[src/rtl/sha256_round_ctrl.sv]
// -----------------------------------------------------------------------------
// sha256_round_ctrl
//
// Sequencer for a single-round SHA-256 compression datapath (one round
// instance plus a combinational K-constant ROM). A 512-bit message block and a
// 256-bit chaining value are accepted on a valid/ready handshake. The round
// datapath is then driven for NUM_ROUNDS consecutive cycles while the message
// schedule W_t is generated on the fly in a 16-word sliding window. After the
// last round, the controller adds the chaining value word-wise to the final
// working state. The digest is then presented on a second valid/ready
// handshake. Multi-block messages are chained externally.
//
// Ports
//   clk, reset_n     clock, asynchronous active-low reset
//   i_blk_valid      block + chaining value valid
//   o_blk_ready      controller idle and able to accept a block
//   i_blk            message block, word 0 in the top 32 bits
//   i_hash_in        chaining value H, word a in the top 32 bits
//   o_round_en       round datapath enable
//   o_round_addr     K-ROM address (current round index t)
//   o_round_state    working state fed to the round datapath
//   o_round_msg      schedule word W_t fed to the round datapath
//   i_round_hash     registered round datapath output
//   o_busy           block in flight (ROUND or FINAL)
//   o_dig_valid      digest valid
//   i_dig_ready      digest consumer ready
//   o_digest         H + final working state
// -----------------------------------------------------------------------------
module sha256_round_ctrl #(
  parameter int BLK_SIZE   = 256,
  parameter int WRD_SIZE   = 32,
  parameter int MSG_SIZE   = 512,
  parameter int NUM_ROUNDS = 64
) (
  input  logic                          clk,
  input  logic                          reset_n,
  input  logic                          i_blk_valid,
  output logic                          o_blk_ready,
  input  logic [MSG_SIZE-1:0]           i_blk,
  input  logic [BLK_SIZE-1:0]           i_hash_in,
  output logic                          o_round_en,
  output logic [$clog2(NUM_ROUNDS)-1:0] o_round_addr,
  output logic [BLK_SIZE-1:0]           o_round_state,
  output logic [WRD_SIZE-1:0]           o_round_msg,
  input  logic [BLK_SIZE-1:0]           i_round_hash,
  output logic                          o_busy,
  output logic                          o_dig_valid,
  input  logic                          i_dig_ready,
  output logic [BLK_SIZE-1:0]           o_digest
);

  localparam int CNT_W     = $clog2(NUM_ROUNDS);
  localparam int NUM_MSG_W = MSG_SIZE / WRD_SIZE;
  localparam int NUM_HSH_W = BLK_SIZE / WRD_SIZE;
  localparam logic [CNT_W-1:0] LAST_ROUND = CNT_W'(NUM_ROUNDS - 1);

  typedef enum logic [1:0] {
    S_IDLE,
    S_ROUND,
    S_FINAL,
    S_DONE
  } state_t;

  state_t                state_q;
  state_t                state_nxt;
  logic [CNT_W-1:0]      t_q;
  logic [BLK_SIZE-1:0]   h_q;
  logic [WRD_SIZE-1:0]   w_q [NUM_MSG_W];
  logic [WRD_SIZE-1:0]   w_next;
  logic                  accept;

  function automatic logic [WRD_SIZE-1:0] rotr(input logic [WRD_SIZE-1:0] x,
                                               input int n);
    return (x >> n) | (x << (WRD_SIZE - n));
  endfunction

  function automatic logic [WRD_SIZE-1:0] ssig0(input logic [WRD_SIZE-1:0] x);
    return rotr(x, 7) ^ rotr(x, 18) ^ (x >> 3);
  endfunction

  function automatic logic [WRD_SIZE-1:0] ssig1(input logic [WRD_SIZE-1:0] x);
    return rotr(x, 17) ^ rotr(x, 19) ^ (x >> 10);
  endfunction

  // The window always holds W_t..W_t+15, so the new tail word is W_t+16.
  assign w_next = ssig1(w_q[14]) + w_q[9] + ssig0(w_q[1]) + w_q[0];

  assign accept        = (state_q == S_IDLE) && i_blk_valid;
  assign o_round_addr  = t_q;
  assign o_round_msg   = w_q[0];
  // The first round starts from the chaining value. Later rounds start from
  // the registered output of the previous round.
  assign o_round_state = (t_q == '0) ? h_q : i_round_hash;

  // NOTE: every output is given a default before the case statement, so no
  // path leaves a signal unassigned and no latch can be inferred.
  always_comb begin
    state_nxt   = state_q;
    o_blk_ready = 1'b0;
    o_round_en  = 1'b0;
    o_busy      = 1'b0;
    o_dig_valid = 1'b0;
    unique case (state_q)
      S_IDLE: begin
        o_blk_ready = 1'b1;
        if (i_blk_valid) state_nxt = S_ROUND;
      end
      S_ROUND: begin
        o_round_en = 1'b1;
        o_busy     = 1'b1;
        if (t_q == LAST_ROUND) state_nxt = S_FINAL;
      end
      S_FINAL: begin
        o_busy    = 1'b1;
        state_nxt = S_DONE;
      end
      S_DONE: begin
        o_dig_valid = 1'b1;
        if (i_dig_ready) state_nxt = S_IDLE;
      end
      default: state_nxt = S_IDLE;
    endcase
  end

  // NOTE: state is updated with non-blocking assignments, so every register
  // samples the pre-edge values (the window shift relies on this).
  always_ff @(posedge clk or negedge reset_n) begin
    if (!reset_n) state_q <= S_IDLE;
    else          state_q <= state_nxt;
  end

  // NOTE: the schedule window is reset along with the other registers because
  // w_q[0] is visible on o_round_msg and must read zero out of reset.
  always_ff @(posedge clk or negedge reset_n) begin
    if (!reset_n) begin
      t_q      <= '0;
      h_q      <= '0;
      o_digest <= '0;
      for (int i = 0; i < NUM_MSG_W; i++) w_q[i] <= '0;
    end else begin
      if (accept) begin
        t_q <= '0;
        h_q <= i_hash_in;
        for (int i = 0; i < NUM_MSG_W; i++)
          w_q[i] <= i_blk[MSG_SIZE-1-i*WRD_SIZE -: WRD_SIZE];
      end else if (state_q == S_ROUND) begin
        t_q <= (t_q == LAST_ROUND) ? '0 : t_q + 1'b1;
        for (int i = 0; i < NUM_MSG_W - 1; i++) w_q[i] <= w_q[i+1];
        w_q[NUM_MSG_W-1] <= w_next;
      end

      // Feed-forward: independent mod-2^32 adds, no carry between words.
      if (state_q == S_FINAL) begin
        for (int i = 0; i < NUM_HSH_W; i++)
          o_digest[BLK_SIZE-1-i*WRD_SIZE -: WRD_SIZE] <=
            h_q[BLK_SIZE-1-i*WRD_SIZE -: WRD_SIZE] +
            i_round_hash[BLK_SIZE-1-i*WRD_SIZE -: WRD_SIZE];
      end
    end
  end

endmodule
[config.mk]
export PLATFORM = sky130hd
export DESIGN_NAME = sha256_round_ctrl
export DESIGN_NICKNAME = d
export VERILOG_FILES = /design/src/rtl/sha256_round_ctrl.sv
export SDC_FILE = /design/constraint.sdc
export NUM_CORES = 2
export LEC_CHECK = 0
export ABC_CLOCK_PERIOD_IN_PS = 4300
export CAP_MARGIN = 10
export CORE_AREA = 4 4 619 621
export DETAILED_ROUTE_END_ITERATION = 10
export DIE_AREA = 0 0 623 625
export GPL_ROUTABILITY_DRIVEN = 0
export GPL_TIMING_DRIVEN = 1
export PLACE_DENSITY_LB_ADDON = 0.08
export SKIP_CTS_REPAIR_TIMING = 1
export SKIP_LAST_GASP = 1
export SYNTH_ARGS = -nofsm -noshare
export SYNTH_HDL_FRONTEND = slang
export SYNTH_SLANG_ARGS = --single-unit
[constraint.sdc]
create_clock -name clk -period 4.3 [get_ports clk]
set_input_delay 1.075 -clock clk [delete_from_list [all_inputs] [get_ports clk]]
set_output_delay 1.075 -clock clk [all_outputs]
set_load 0.05 [all_outputs]
# --- Word-level counts from Yosys, hierarchy flattened ---
# Cells that the tools add are included.
op_classes:
  n_addsub: 12
  mul: 0
  n_div: 0
  magnitude_cmp: 0
  eq_ne: 7
  shift: 0
  mux: 14
  bitwise: 8
  reduce_logical: 6
ops:
  columns: ["operator", "n"]
  rows:
  - ["$mux 512", 2]
  - ["$add 32x32->32", 11]
  - ["$mux 256", 1]
  - ["$xor 32x32->32", 2]
  - ["$or 13x32->32", 1]
  - ["$or 14x32->32", 1]
  - ["$or 15x32->32", 1]
  - ["$or 25x32->32", 1]
  - ["$xor 32x22->32", 1]
  - ["$xor 32x29->32", 1]
  - ["$mux 6", 3]
  - ["$pmux 2 s4", 1]
  - ["$add 6x1->6 const B", 1]
  - ["$eq 6x6->1 const B", 1]
  - ["$logic_not 6->1", 1]
  - ["$mux 2", 3]
  - ["$ne 2x2->1 const B", 3]
  - ["$eq 2x2->1 const B", 2]
  - ["$mux 1", 4]
  - ["$reduce_and 3->1", 1]
  - ["$eq 2x1->1 const B", 1]
  - ["$logic_not 2->1", 1]
  - ["$reduce_bool 2->1", 1]
  - ["$reduce_or 2->1", 1]
  - ["$logic_and 1x1->1", 1]
word_totals:
  ff_bits: 1032
  latchBits: 0
  mem_bits_rw: 0
  mem_bits_ro: 0
  inputBits: 1028
  output_inout_bits: 554
  wordCells: 67
  memories: 0

# --- Depth between registers and ports, before layout ---
logic_depth:
  depth_word: 8
  depth_mapped: 18

# --- Worst setup path before layout ---
# OpenSTA, ideal clock, no wires.
synth_path:
  path_kind: "reg-to-reg"
  from: "reg w_q[43] (netlist bit)"
  to: "reg w_q[31] (netlist bit)"
  setup_time_ns: 0.122
  t_arrival_ns: 4.123
  required_time_ns: 4.178
  setup_slack_ns: 0.056
  stages_incl_launch_ff: 19
  path_buffers: 1
  cell_sequence: "dfrtp_1 > clkbuf_1 > xor2_1 > xnor2_1 > fa_1 > inv_1 > fa_1 > ha_1 > fa_1 > a211o_1 > a21oi_1 > o31ai_1 > o21ai_0 > a21boi_0 > o31a_1 > o2111ai_1 > a31oi_1 > mux2i_1 > nand2_1"
synth_via:
  elab_chain_len: 8
  word_cells_on_any_way: 9
  cone_classes: "add/sub (3); mux (2); bitwise (4)"
synth_rtl:
  columns: ["item", "line", "rtl"]
  rows:
  - ["start, declared", "68", "logic [WRD_SIZE-1:0] w_q [NUM_MSG_W];"]
  - ["start signal, assigned by index", "145", "w_q[i] <= i_blk[MSG_SIZE-1-i*WRD_SIZE -: WRD_SIZE];"]
  - ["start signal, assigned by index", "149", "w_q[NUM_MSG_W-1] <= w_next;"]
  - ["$or 13x32->32 / $or 15x32->32 (equally long branches)", "74", "return (x >> n) | (x << (WRD_SIZE - n));"]
  - ["$xor 32x32->32", "82", "return rotr(x, 17) ^ rotr(x, 19) ^ (x >> 10);"]
  - ["$xor 32x22->32 (*)", "82", null]
  - ["$add 32x32->32 (*) (3 in series)", "86", "assign w_next = ssig1(w_q[14]) + w_q[9] + ssig0(w_q[1]) + w_q[0];"]
  - ["$mux 512 (*)", "146", "end else if (state_q == S_ROUND) begin"]
  - ["$mux 512 (*)", "141", "if (accept) begin"]
# Every way passes the cells marked *; elsewhere a longest branch is shown, timed or not. The select of a mux whose other input is x is not followed.
# A chain may end at the register's enable or synchronous reset.

# --- Final worst setup path ---
layout_path:
  from: "reg w_q[50] (netlist bit)"
  to: "reg w_q[31] (netlist bit)"
layout_via:
  elab_chain_len: 8
  word_cells_on_any_way: 9
  cone_classes: "add/sub (3); mux (2); bitwise (4)"
layout_rtl:
  columns: ["item", "line"]
  rows:
  - ["$or 15x32->32 / $or 13x32->32 (equally long branches)", "74"]
  - ["$xor 32x32->32", "82"]
  - ["$xor 32x22->32 (*)", "82"]
  - ["$add 32x32->32 (*) (3 in series)", "86"]
  - ["$mux 512 (*)", "146"]
  - ["$mux 512 (*)", "141"]
# Marks and branches as above.

==> flow_metrics.env <==
export IMPL_status="complete, but fails checks"
export IMPL_violations="setup timing"
export IMPL_min_path_type="in -> async"
export IMPL_fin_util_pct=24.5
export IMPL_maxCapViolCount=0
export IMPL_mostFrequentLayoutCells="nand2_1, clkdlybuf4s50_1, dfrtp_1"
export IMPL_ys_types=78
export IMPL_fin_skew_ns=0.0655
export IMPL_setup_worst_path_end_class="flip-flop"
export IMPL_crit_path_start_kind="flip-flop"
export IMPL_synth_cells=6540
export IMPL_antenna_found_initial=169
export IMPL_synth_ff_type="dfrtp_1"
export IMPL_synth_edf_count=0
export IMPL_drt_wl_total_um=399000
export IMPL_cp_top_family="compound AO/OA/AOI/OAI gates"
export IMPL_start_util_pct=16.4
export IMPL_period_minus_slack_ns=4.37
export IMPL_final_nets=9717
export IMPL_wl_per_cell_um=29.6
export IMPL_crit_chain="xor2_1 -> xnor2_1 -> fa_1 -> inv_1 -> fa_1 -> ha_2 -> fa_2 -> a211o_1 -> a21oi_2 -> o31ai_4 -> o21ai_1 -> buf_4 -> a21boi_2 -> o31a_1 -> o2111ai_2 -> a31oi_1 -> mux2i_1 -> nand2_1"
export IMPL_drcViolationCount=0
export IMPL_grt_pass1_wl_um=532000
export IMPL_path_class="reg -> reg"
export IMPL_crit_fanout=2
export IMPL_tightestPinTransition_ns=1.04
export IMPL_num_rows=226
export IMPL_fp_dieArea_um2=389000
export IMPL_antenna_left=0
export IMPL_synth_area_um2=62000
export IMPL_cpMostUsedCell="fa_1"
export IMPL_cts_buffers=153
export IMPL_clk_pin_slew_ns=0.06
export IMPL_cp_required_ns=5.01
export IMPL_yosys_warnings=0
export IMPL_core_area_um2=378000
export IMPL_first_pass_iters=7
export IMPL_cts_root_buf="clkbuf_16"
export IMPL_ys_ff_latch=1032
export IMPL_critical_path_slowest_cell="fa_1"
export IMPL_via_per_inst=4.18
export IMPL_post_route_period_util_pct=102
export IMPL_dieWidth_um=623
export IMPL_n_fill_cell=40891
export IMPL_rsz0062_at_grt="yes"
export IMPL_drtIter0Drc=3156
export IMPL_hold_viol_final=0
export IMPL_grt_pass1_vias=59241
export IMPL_io_pins=1582
export IMPL_cts_max_level=4
export IMPL_relSlewSlack_pct=30.8
export IMPL_timing_fmax_mhz=229
export IMPL_path_buf_inv=2
export IMPL_syn_nets=7923
export IMPL_fin_cells=13488
export IMPL_insertion_delay_ns=0.87
export IMPL_finalWorstSetupSlack_ns=-0.0732
export IMPL_synth_area_per_cell_um2=9.48
export IMPL_dp_hpwl_um=330000
export IMPL_setup_violations=5
export IMPL_cts_tree="yes"
export IMPL_hold_ws_ns=0.219
export IMPL_portBuffers=1581
export IMPL_via_count=56386
export IMPL_timing_final_max_slew_violations=0
export IMPL_drive_gt1_share_pct=16.6
export IMPL_place_ws_ns=-0.479
export IMPL_grt_max_degree=111
export IMPL_ys_seq_area_share_pct=41.6
export IMPL_grtUsageTotal_pct=19.6
export IMPL_layout_commonest_cell="nand2_1"
export IMPL_clockBufferDepth=4
export IMPL_cp_data_arrival_time_ns=5.09
export IMPL_dieHeight_um=625
export IMPL_placed_cells=13179
export IMPL_syn2layout_area_growth_pct=49.4
export IMPL_grt_ovfl_total=0
export IMPL_max_stage_delay_ns=0.45
export IMPL_async_reset_ff_share_pct=100
export IMPL_numClockSinks=1032
state kept, by name (all words and copies together) (netlist names):
name,cells
w_q,480
h_q,256
o_digest,256
o_round_msg,32
o_round_addr,6
state_q,2
worst paths after layout:
check | slack (ns) | to | from | cells past startpoint
worst max-delay path | -0.07 | w_q[31] | w_q[50] | 18
worst min-delay path | 0.22 | o_digest[115] | reset_n | 1
worst max register to register | -0.07 | w_q[31] | w_q[50] | 18
worst min register to register | 0.48 | o_digest[69] | o_digest[69] | 2
max in group asynchronous | 2.77 | w_q[174] | reset_n | 3
min in group clk | 0.48 | o_digest[69] | o_digest[69] | 2
through the flow:
step / setup TNS, ns / area [µm²]
floorplan: 0 / 62000
global placement: -10.84 / 87000
detailed placement: -11.03 / 87000
CTS: -30.72 / 92000
global route: -2.28 / 92600
finish: -0.162 / 92600
routing by layer:
layer  part of all wire [%]  vias up  global-route usage [%]
li1                       -    26157                       -
met1                     39    28016                    22.2
met2                     52     1559                    36.1
met3                    5.8      542                    4.97
met4                    3.4      112                    5.50
met5                   0.17        -                       0
logic make-up after synthesis:
| logic type | share of synthesized area, % |
|---|---|
| flops | 41.6 |
| simple gates | 12.4 |
| fa+ha+maj | 8.01 |
| compound gates | 13.1 |
| mux | 15.8 |
| xor+xnor | 5.06 |
| buf+inv | 3.94 |
cell type report:
| cell class | instances | area, µm² | share of cell area [%] |
|---|---|---|---|
| antenna | 32 | 80.1 | 0.0864 |
| clock buffer | 221 | 4350 | 4.70 |
| clock inverter | 40 | 564 | 0.609 |
| inverter | 223 | 840 | 0.906 |
| multi-input combinational | 4892 | 34000 | 36.7 |
| sequential | 1032 | 25800 | 27.9 |
| tap | 5016 | 6280 | 6.77 |
| timing repair buffer | 2032 | 20700 | 22.3 |
synthesized netlist by cell type (9+ instances only):
cell type	instances	area (µm²)
nor2_1	170	638
xnor2_1	246	2150
buf_1	29	109
nor4_1	9	56.3
or3_1	12	75.1
nand2b_1	30	188
xor2_1	112	981
a21oi_1	256	1280
o21ai_0	676	3380
nand4_1	27	169
nor3_1	32	160
dfrtp_1	1032	25800
fa_1	70	1400
nand3_1	51	255
o21bai_1	39	293
nor2b_1	41	257
o211ai_1	16	120
o21a_1	44	330
a21o_1	124	931
nand2_1	1428	5360
mux2i_1	496	4960
a41oi_1	10	87.6
ha_1	285	3570
and2_1	12	75.1
mux2_2	432	4860
a211oi_1	37	278
and3_1	32	200
a21boi_0	9	67.6
o2111ai_1	9	78.8
inv_1	223	837
o31ai_1	32	240
buf_4	33	248
clkbuf_1	330	1240
a31oi_1	42	263
worst register-to-register path, delay by kind of cell, from the launching register on:
kind,cells,cell delay [ns]
fa+ha+maj,4,1.46
mux,1,0.18
simple gates,1,0.06
xor+xnor,2,0.42
buf+inv,2,0.22
compound gates,8,1.53
flops,1,0.39
Power is not shown: default switching activity piles up to over one toggle a cycle in this logic, so the estimate is an artifact.
